### config.mk
export PLATFORM = sky130hd
export DESIGN_NAME = ring_anim_sequencer_flat
export DESIGN_NICKNAME = d
export VERILOG_FILES = /design/src/rtl/ring_anim_sequencer_if.sv /design/src/rtl/ring_anim_sequencer.sv /design/src/flat_wrapper.sv
export SDC_FILE = /design/constraint.sdc
export NUM_CORES = 1
export LEC_CHECK = 0
export ABC_AREA = 0
export ABC_CLOCK_PERIOD_IN_PS = 2500
export CAP_MARGIN = 40
export CORE_ASPECT_RATIO = 1.25
export CORE_UTILIZATION = 36
export CTS_BUF_LIST = sky130_fd_sc_hd__clkbuf_8
export CTS_CLUSTER_DIAMETER = 60
export DETAILED_ROUTE_END_ITERATION = 6
export GPL_ROUTABILITY_DRIVEN = 1
export GPL_TIMING_DRIVEN = 0
export SETUP_SLACK_MARGIN = 0.02
export SLEW_MARGIN = 20
export SYNTH_ARGS = -nofsm -noshare
export SYNTH_HDL_FRONTEND = slang
export SYNTH_SLANG_ARGS = --single-unit
### constraint.sdc
create_clock -name clk -period 2.5 [get_ports clk]
set_input_delay 0.75 -clock clk [delete_from_list [all_inputs] [get_ports clk]]
set_output_delay 0.75 -clock clk [all_outputs]
set_load 0.005 [all_outputs]
### src/rtl/ring_anim_sequencer_if.sv
// Signal bundle between the sync generator / TT pins and the ring animation sequencer.
// The sequencer sits on the slave side; the board-level environment drives the master side.
interface ring_anim_sequencer_if;
   logic       frame_tick;
   logic       btn_mode;
   logic       btn_next;
   logic       sw_speed;
   logic       sw_dir;
   logic [7:0] phase;
   logic       dir;
   logic [2:0] step;
   logic [1:0] palette;
   logic       auto_mode;
   logic [2:0] state;

   modport master (
      output frame_tick, btn_mode, btn_next, sw_speed, sw_dir,
      input  phase, dir, step, palette, auto_mode, state
   );

   modport slave (
      input  frame_tick, btn_mode, btn_next, sw_speed, sw_dir,
      output phase, dir, step, palette, auto_mode, state
   );
endinterface

### src/rtl/ring_anim_sequencer.sv
// Per-frame phase/direction/speed controller for the concentric-rings renderer.
// MANUAL follows the switches; AUTO runs ramp-up/run/ramp-down/hold/reverse and then repeats.
module ring_anim_sequencer #(
   parameter int RUN_FRAMES  = 240,
   parameter int HOLD_FRAMES = 60,
   parameter int MAX_STEP    = 4,
   parameter int DEB_BITS    = 16
) (
   input logic                  clk,
   input logic                  rst_n,
   ring_anim_sequencer_if.slave bus
);

   localparam logic [2:0] FULL_STEP = 3'(MAX_STEP);
   localparam logic [9:0] RUN_LAST  = 10'(RUN_FRAMES - 1);
   localparam logic [9:0] HOLD_LAST = 10'(HOLD_FRAMES - 1);

   typedef enum logic [2:0] {
      S_MANUAL    = 3'd0,
      S_RAMP_UP   = 3'd1,
      S_RUN       = 3'd2,
      S_RAMP_DOWN = 3'd3,
      S_HOLD      = 3'd4
   } state_t;

   logic [3:0] sync1, sync2;
   logic [1:0] btn_sync;                // [1] = mode, [0] = next
   logic       sw_speed_s, sw_dir_s;

   always_ff @(posedge clk or negedge rst_n) begin
      if (!rst_n) begin
         sync1 <= '0;
         sync2 <= '0;
      end else begin
         // NOTE: non-blocking, so sync2 samples sync1's previous value and the chain really is two flops deep.
         sync1 <= {bus.btn_mode, bus.btn_next, bus.sw_speed, bus.sw_dir};
         sync2 <= sync1;
      end
   end

   assign btn_sync   = sync2[3:2];
   assign sw_speed_s = sync2[1];
   assign sw_dir_s   = sync2[0];

   logic [DEB_BITS-1:0] deb_cnt [2];
   logic [1:0]          accepted, accepted_q, pending, press, req;
   logic                mode_req, next_req;

   always_ff @(posedge clk or negedge rst_n) begin
      if (!rst_n) begin
         // NOTE: the debounce counter array is reset too; a stale count could accept a level early after reset.
         for (int i = 0; i < 2; i++) deb_cnt[i] <= '0;
         accepted   <= '0;
         accepted_q <= '0;
         pending    <= '0;
      end else begin
         accepted_q <= accepted;
         for (int i = 0; i < 2; i++) begin
            if (btn_sync[i] == accepted[i]) begin
               deb_cnt[i] <= '0;
            end else if (&deb_cnt[i]) begin
               accepted[i] <= btn_sync[i];
               deb_cnt[i]  <= '0;
            end else begin
               deb_cnt[i] <= deb_cnt[i] + DEB_BITS'(1);
            end
         end
         pending <= bus.frame_tick ? 2'b00 : (pending | press);
      end
   end

   // accepted_q is also cleared by reset, so releasing reset cannot fake a rising edge.
   assign press    = accepted & ~accepted_q;
   assign req      = pending | press;
   assign mode_req = req[1];
   assign next_req = req[0] & ~req[1];

   state_t     state_q, state_d;
   logic [2:0] step_q, step_d;
   logic       dir_q, dir_d;
   logic [1:0] palette_q, palette_d;
   logic       auto_q, auto_d;
   logic [7:0] phase_q, phase_d;
   logic [9:0] cnt_q, cnt_d;
   logic [2:0] step_inc, step_dec, manual_step;

   always_ff @(posedge clk or negedge rst_n) begin
      if (!rst_n) begin
         state_q   <= S_MANUAL;
         step_q    <= '0;
         dir_q     <= 1'b0;
         palette_q <= '0;
         auto_q    <= 1'b0;
         phase_q   <= '0;
         cnt_q     <= '0;
      end else begin
         state_q   <= state_d;
         step_q    <= step_d;
         dir_q     <= dir_d;
         palette_q <= palette_d;
         auto_q    <= auto_d;
         phase_q   <= phase_d;
         cnt_q     <= cnt_d;
      end
   end

   always_comb begin
      // NOTE: every output holds its current value first, so no path through this block can infer a latch.
      state_d     = state_q;
      step_d      = step_q;
      dir_d       = dir_q;
      palette_d   = palette_q;
      auto_d      = auto_q;
      phase_d     = phase_q;
      cnt_d       = cnt_q;
      step_inc    = step_q + 3'd1;
      step_dec    = step_q - 3'd1;
      manual_step = sw_speed_s ? 3'd2 : 3'd1;

      if (bus.frame_tick) begin
         // Phase advances with the parameters the frame just rendered with.
         phase_d = dir_q ? phase_q - 8'(step_q) : phase_q + 8'(step_q);

         if (mode_req) begin
            if (state_q == S_MANUAL) begin
               state_d = S_RAMP_UP;
               step_d  = 3'd0;
               cnt_d   = '0;
               auto_d  = 1'b1;
            end else begin
               state_d = S_MANUAL;
               step_d  = manual_step;
               dir_d   = sw_dir_s;
               auto_d  = 1'b0;
            end
         end else begin
            case (state_q)
               S_MANUAL: begin
                  step_d = manual_step;
                  dir_d  = sw_dir_s;
               end
               S_RAMP_UP: begin
                  if (next_req || step_inc == FULL_STEP) begin
                     state_d = S_RUN;
                     step_d  = FULL_STEP;
                     cnt_d   = '0;
                  end else begin
                     step_d = step_inc;
                  end
               end
               S_RUN: begin
                  if (next_req || cnt_q == RUN_LAST) state_d = S_RAMP_DOWN;
                  else                               cnt_d   = cnt_q + 10'd1;
               end
               S_RAMP_DOWN: begin
                  if (next_req || step_dec == 3'd0) begin
                     state_d = S_HOLD;
                     step_d  = 3'd0;
                     cnt_d   = '0;
                  end else begin
                     step_d = step_dec;
                  end
               end
               S_HOLD: begin
                  if (next_req || cnt_q == HOLD_LAST) begin
                     state_d   = S_RAMP_UP;
                     dir_d     = ~dir_q;
                     palette_d = palette_q + 2'd1;
                     cnt_d     = '0;
                  end else begin
                     cnt_d = cnt_q + 10'd1;
                  end
               end
               default: state_d = S_MANUAL;
            endcase
         end
      end
   end

   assign bus.phase     = phase_q;
   assign bus.dir       = dir_q;
   assign bus.step      = step_q;
   assign bus.palette   = palette_q;
   assign bus.auto_mode = auto_q;
   assign bus.state     = state_q;

endmodule

### src/flat_wrapper.sv
// flat-port wrapper written by rule: the top's interface ports become plain ports
module ring_anim_sequencer_flat 
#(
   parameter int RUN_FRAMES  = 240,
   parameter int HOLD_FRAMES = 60,
   parameter int MAX_STEP    = 4,
   parameter int DEB_BITS    = 16
)
  (clk, rst_n, bus_frame_tick, bus_btn_mode, bus_btn_next, bus_sw_speed, bus_sw_dir, bus_phase, bus_dir, bus_step, bus_palette, bus_auto_mode, bus_state);
  ring_anim_sequencer_if bus_i ();
  input logic clk;
  input logic rst_n;
  input wire logic [$bits(bus_i.frame_tick)-1:0] bus_frame_tick;
  input wire logic [$bits(bus_i.btn_mode)-1:0] bus_btn_mode;
  input wire logic [$bits(bus_i.btn_next)-1:0] bus_btn_next;
  input wire logic [$bits(bus_i.sw_speed)-1:0] bus_sw_speed;
  input wire logic [$bits(bus_i.sw_dir)-1:0] bus_sw_dir;
  output wire logic [$bits(bus_i.phase)-1:0] bus_phase;
  output wire logic [$bits(bus_i.dir)-1:0] bus_dir;
  output wire logic [$bits(bus_i.step)-1:0] bus_step;
  output wire logic [$bits(bus_i.palette)-1:0] bus_palette;
  output wire logic [$bits(bus_i.auto_mode)-1:0] bus_auto_mode;
  output wire logic [$bits(bus_i.state)-1:0] bus_state;
  assign bus_i.frame_tick = bus_frame_tick;
  assign bus_i.btn_mode = bus_btn_mode;
  assign bus_i.btn_next = bus_btn_next;
  assign bus_i.sw_speed = bus_sw_speed;
  assign bus_i.sw_dir = bus_sw_dir;
  assign bus_phase = bus_i.phase;
  assign bus_dir = bus_i.dir;
  assign bus_step = bus_i.step;
  assign bus_palette = bus_i.palette;
  assign bus_auto_mode = bus_i.auto_mode;
  assign bus_state = bus_i.state;
  ring_anim_sequencer #(.RUN_FRAMES(RUN_FRAMES), .HOLD_FRAMES(HOLD_FRAMES), .MAX_STEP(MAX_STEP), .DEB_BITS(DEB_BITS)) u_core (.clk(clk), .rst_n(rst_n), .bus(bus_i));
endmodule
==> reports/metrics.cfg <==
[synthesis]
syn_nets = 417
synth_top_area_share_pct = 47.83
ys_warn_count = 0
synth_edf_count = 0
synthArstFlopShare_pct = 100.0
synth_common_cells = dfrtp_1, nor2_1, nand3_1, nand2_1, xnor2_1
synth_seq_cells = 74
synth-compound-area-share_pct = 12.25
ys_types = 55
synthFlopType = dfrtp_1
yosys.area_share.adder_pct = 5.365
synth_area_per_cell_sq_um = 9.825
synth_xor_area_share_pct = 8.371
synth_top_family_by_area = simple AND/OR/NAND/NOR gates
synth_top_area_cell = dfrtp_1
synthSimpleGateAreaFrac_pct = 19.81
synth.area.top_cells = dfrtp_1, nor2_1, ha_1
synthMuxAreaShare_pct = 3.620
ys_seq_area_share_pct = 47.83
yosysMostFrequentCell = dfrtp_1
synthesis.area_sq_mm = 0.003871
syn_inst = 394

[clock_tree]
worstSkewPairLatency_ns = 0.36
cts_tree = done
ctsHtreeMaxLevel = 3
ctsHoldBuffers = 0
clk_path_buf_depth = 2
clk_pin_slew_ns = 0.08
cts_sinks = 74
root_buffer = clkbuf_8
cts_made_buffers = 9

[setup_path]
r2r_cells = 11
r2r_end = u_core.bus.phase[7]
timing.critical_path.to = u_core.bus.phase[7]
crit_path_max_fanout = 4
critPathKind = register to register
cp.required_ns = 2.76
start_kind = register
r2r_setup_slack_ns = 0.06
cp-end-kind = register
r2r_start = u_core.bus.step[0]
startpoint = u_core.bus.step[0]
critPathArrivalTime_ns = 2.70

[sta]
setup_violations = 0
rsz0062_at_grt = yes
fmax_ghz = 0.4107
final.setup.worst_slack_ns = 0.06495
slew_violations = 0
min_period_ns = 2.435
worst_pin_slew_ns = 0.5230
slew_headroom_pct = 65.01
min_period_over_period_pct = 97.40
hold_viol = 0
clock_skew_ns = 0.006470

[die]
initial_core_util_pct = 37.73
die_area_sq_mm = 0.01117
core_sq_mm = 0.01026
die_x_um = 94.75
ios = 25
dieHeight_um = 117.9
rows = 41

[routing]
drt_iter0_markers = 102
drc = 0
avgViaCountPerCell = 5.243
wirelength_um = 7967
via_count = 3025
avgRoutedWirePerCell_um = 13.81
detail-route-antenna-nets = 0
drtPass1Iterations = 4

[run]
cap_violations = 0

[grt]
grtUsageTotal_pct = 15.62
grt_max_degree = 51
grt_pass1_wl_um = 13770
overflow = 0
grt_pass1_vias = 2972
antenna_found_initial = 0

[placement]
detailedPlace.worstSlack_ns = -0.7323
place.gp.congestion = 0.8275
place.port_buffers = 24
dp.final_hpwl_um = 5468

[layout]
postLayoutCoreUtil_pct = 46.57
drive_above_1_share_pct = 15.85
diodes = 0
fin_nets = 466
syn_to_final_growth_pct = 23.43

[power_and_ir_drop]
p_per_area_mw_per_mm2 = 1083
leakagePower_uw = 0.002043
peakVddDrop_mv = 0.4469

[run_status]
status = complete, no violations

[min_path]
holdCritPathClass = input pin to asynchronous set/reset pin

-- sequential cells by signal, indices dropped and copies added (netlist names), 3 cells and up --
name	count
u_core.bus.state	3
u_core.cnt_q	10
u_core.sync1	4
u_core.bus.step	3
u_core.sync2	4
u_core.bus.phase	8
u_core.deb_cnt	32
-- layout make-up --
cell class | count | area, sq um
clock inverters | 7 | 117.6
clock buffers | 9 | 123.9
repair buffers | 39 | 372.9
fillers | 1008 | 5482
flip-flops and latches | 74 | 1854
well taps | 129 | 161.4
inverters | 18 | 75.07
multi-input cells | 292 | 2034
plain buffers | 9 | 38.79
-- critical path: stages (launching register included) --
cell	delay [ns]
dfrtp_2	0.41
inv_4	0.05
ha_4	0.16
ha_4	0.27
mux2i_1	0.06
ha_1	0.36
o21a_1	0.20
o31a_1	0.14
o21a_1	0.24
nor4_2	0.27
o21ai_1	0.10
o311ai_1	0.08
-- power breakdown --
part           internal (uW)  total (uW)  switching (uW)
combinational           1320        2520            1200
sequential              1360        1520             169
clock                    660        1130             471
-- placed cells by master (no fill, tap or decap), types with 3 or more instances in the layout --
master / count
nor3_1: 9
nor2b_1: 5
mux2i_1: 4
a31oi_1: 4
o21ai_0: 18
clkbuf_1: 5
clkbuf_8: 9
clkdlybuf4s50_1: 22
nor2_1: 54
xor2_1: 16
nand4_1: 9
clkinvlp_4: 3
nand2b_1: 4
buf_4: 15
and3_1: 8
ha_4: 3
a21oi_1: 6
o21a_1: 3
xnor2_1: 21
ha_1: 12
mux2_2: 8
o31ai_1: 6
inv_1: 15
nand2_1: 24
dfrtp_1: 72
bufinv_16: 3
nand3_1: 26
-- worst min path at each step --
stage / start / to / slack, ns / cells after the start
after global routing: rst_n / u_core.bus.phase[7] / 0.31 / 1
after floorplan: u_core.sync1[0] / u_core.sync2[0] / 0.33 / 0
after detailed placement: u_core.sync1[2] / u_core.sync2[2] / 0.34 / 0
after CTS: rst_n / u_core.bus.phase[0] / 0.30 / 1
after global placement: u_core.sync1[3] / u_core.sync2[3] / 0.34 / 0
final: rst_n / u_core.bus.phase[3] / 0.30 / 1
-- stage by stage --
stage / std cells / hold WS [ns] / cell area, sq um / TNS [ns] / power (uW)
after global routing: 577 / 0.3141 / 4778 / -0.08462 / 5567
after detailed placement: 548 / 0.3371 / 4298 / -7.459 / 3652
after global placement: 547 / 0.3384 / 4273 / -148.99 / 3600
final: 577 / 0.2968 / 4778 / 0 / 5176
after floorplan: 394 / 0.3312 / 3871 / 0 / 3037
after CTS: 567 / 0.2995 / 4624 / 0 / 4955
-- per-layer routing --
metal | global-route usage [%] | wire length, um | up-vias
met4 | 7.386 | 140 | 0
met3 | 3.230 | 238 | 10
met5 | 0 | 0 | -
met2 | 24.73 | 4093 | 39
met1 | 20.07 | 3494 | 1484
li1 | - | - | 1492
-- what timing repair did --
item,CTS,global route
gates resized for setup,12,24
setup endpoints to repair,13,14
pin swaps,1,15
setup buffers,3,11
-- logic make-up after synthesis --
kind of cell,after synthesis
buf+inv,28
xor+xnor,37
compound gates,67
flops,74
fa+ha+maj,16
simple gates,159
mux,13
(Power assumes the default switching activity.)
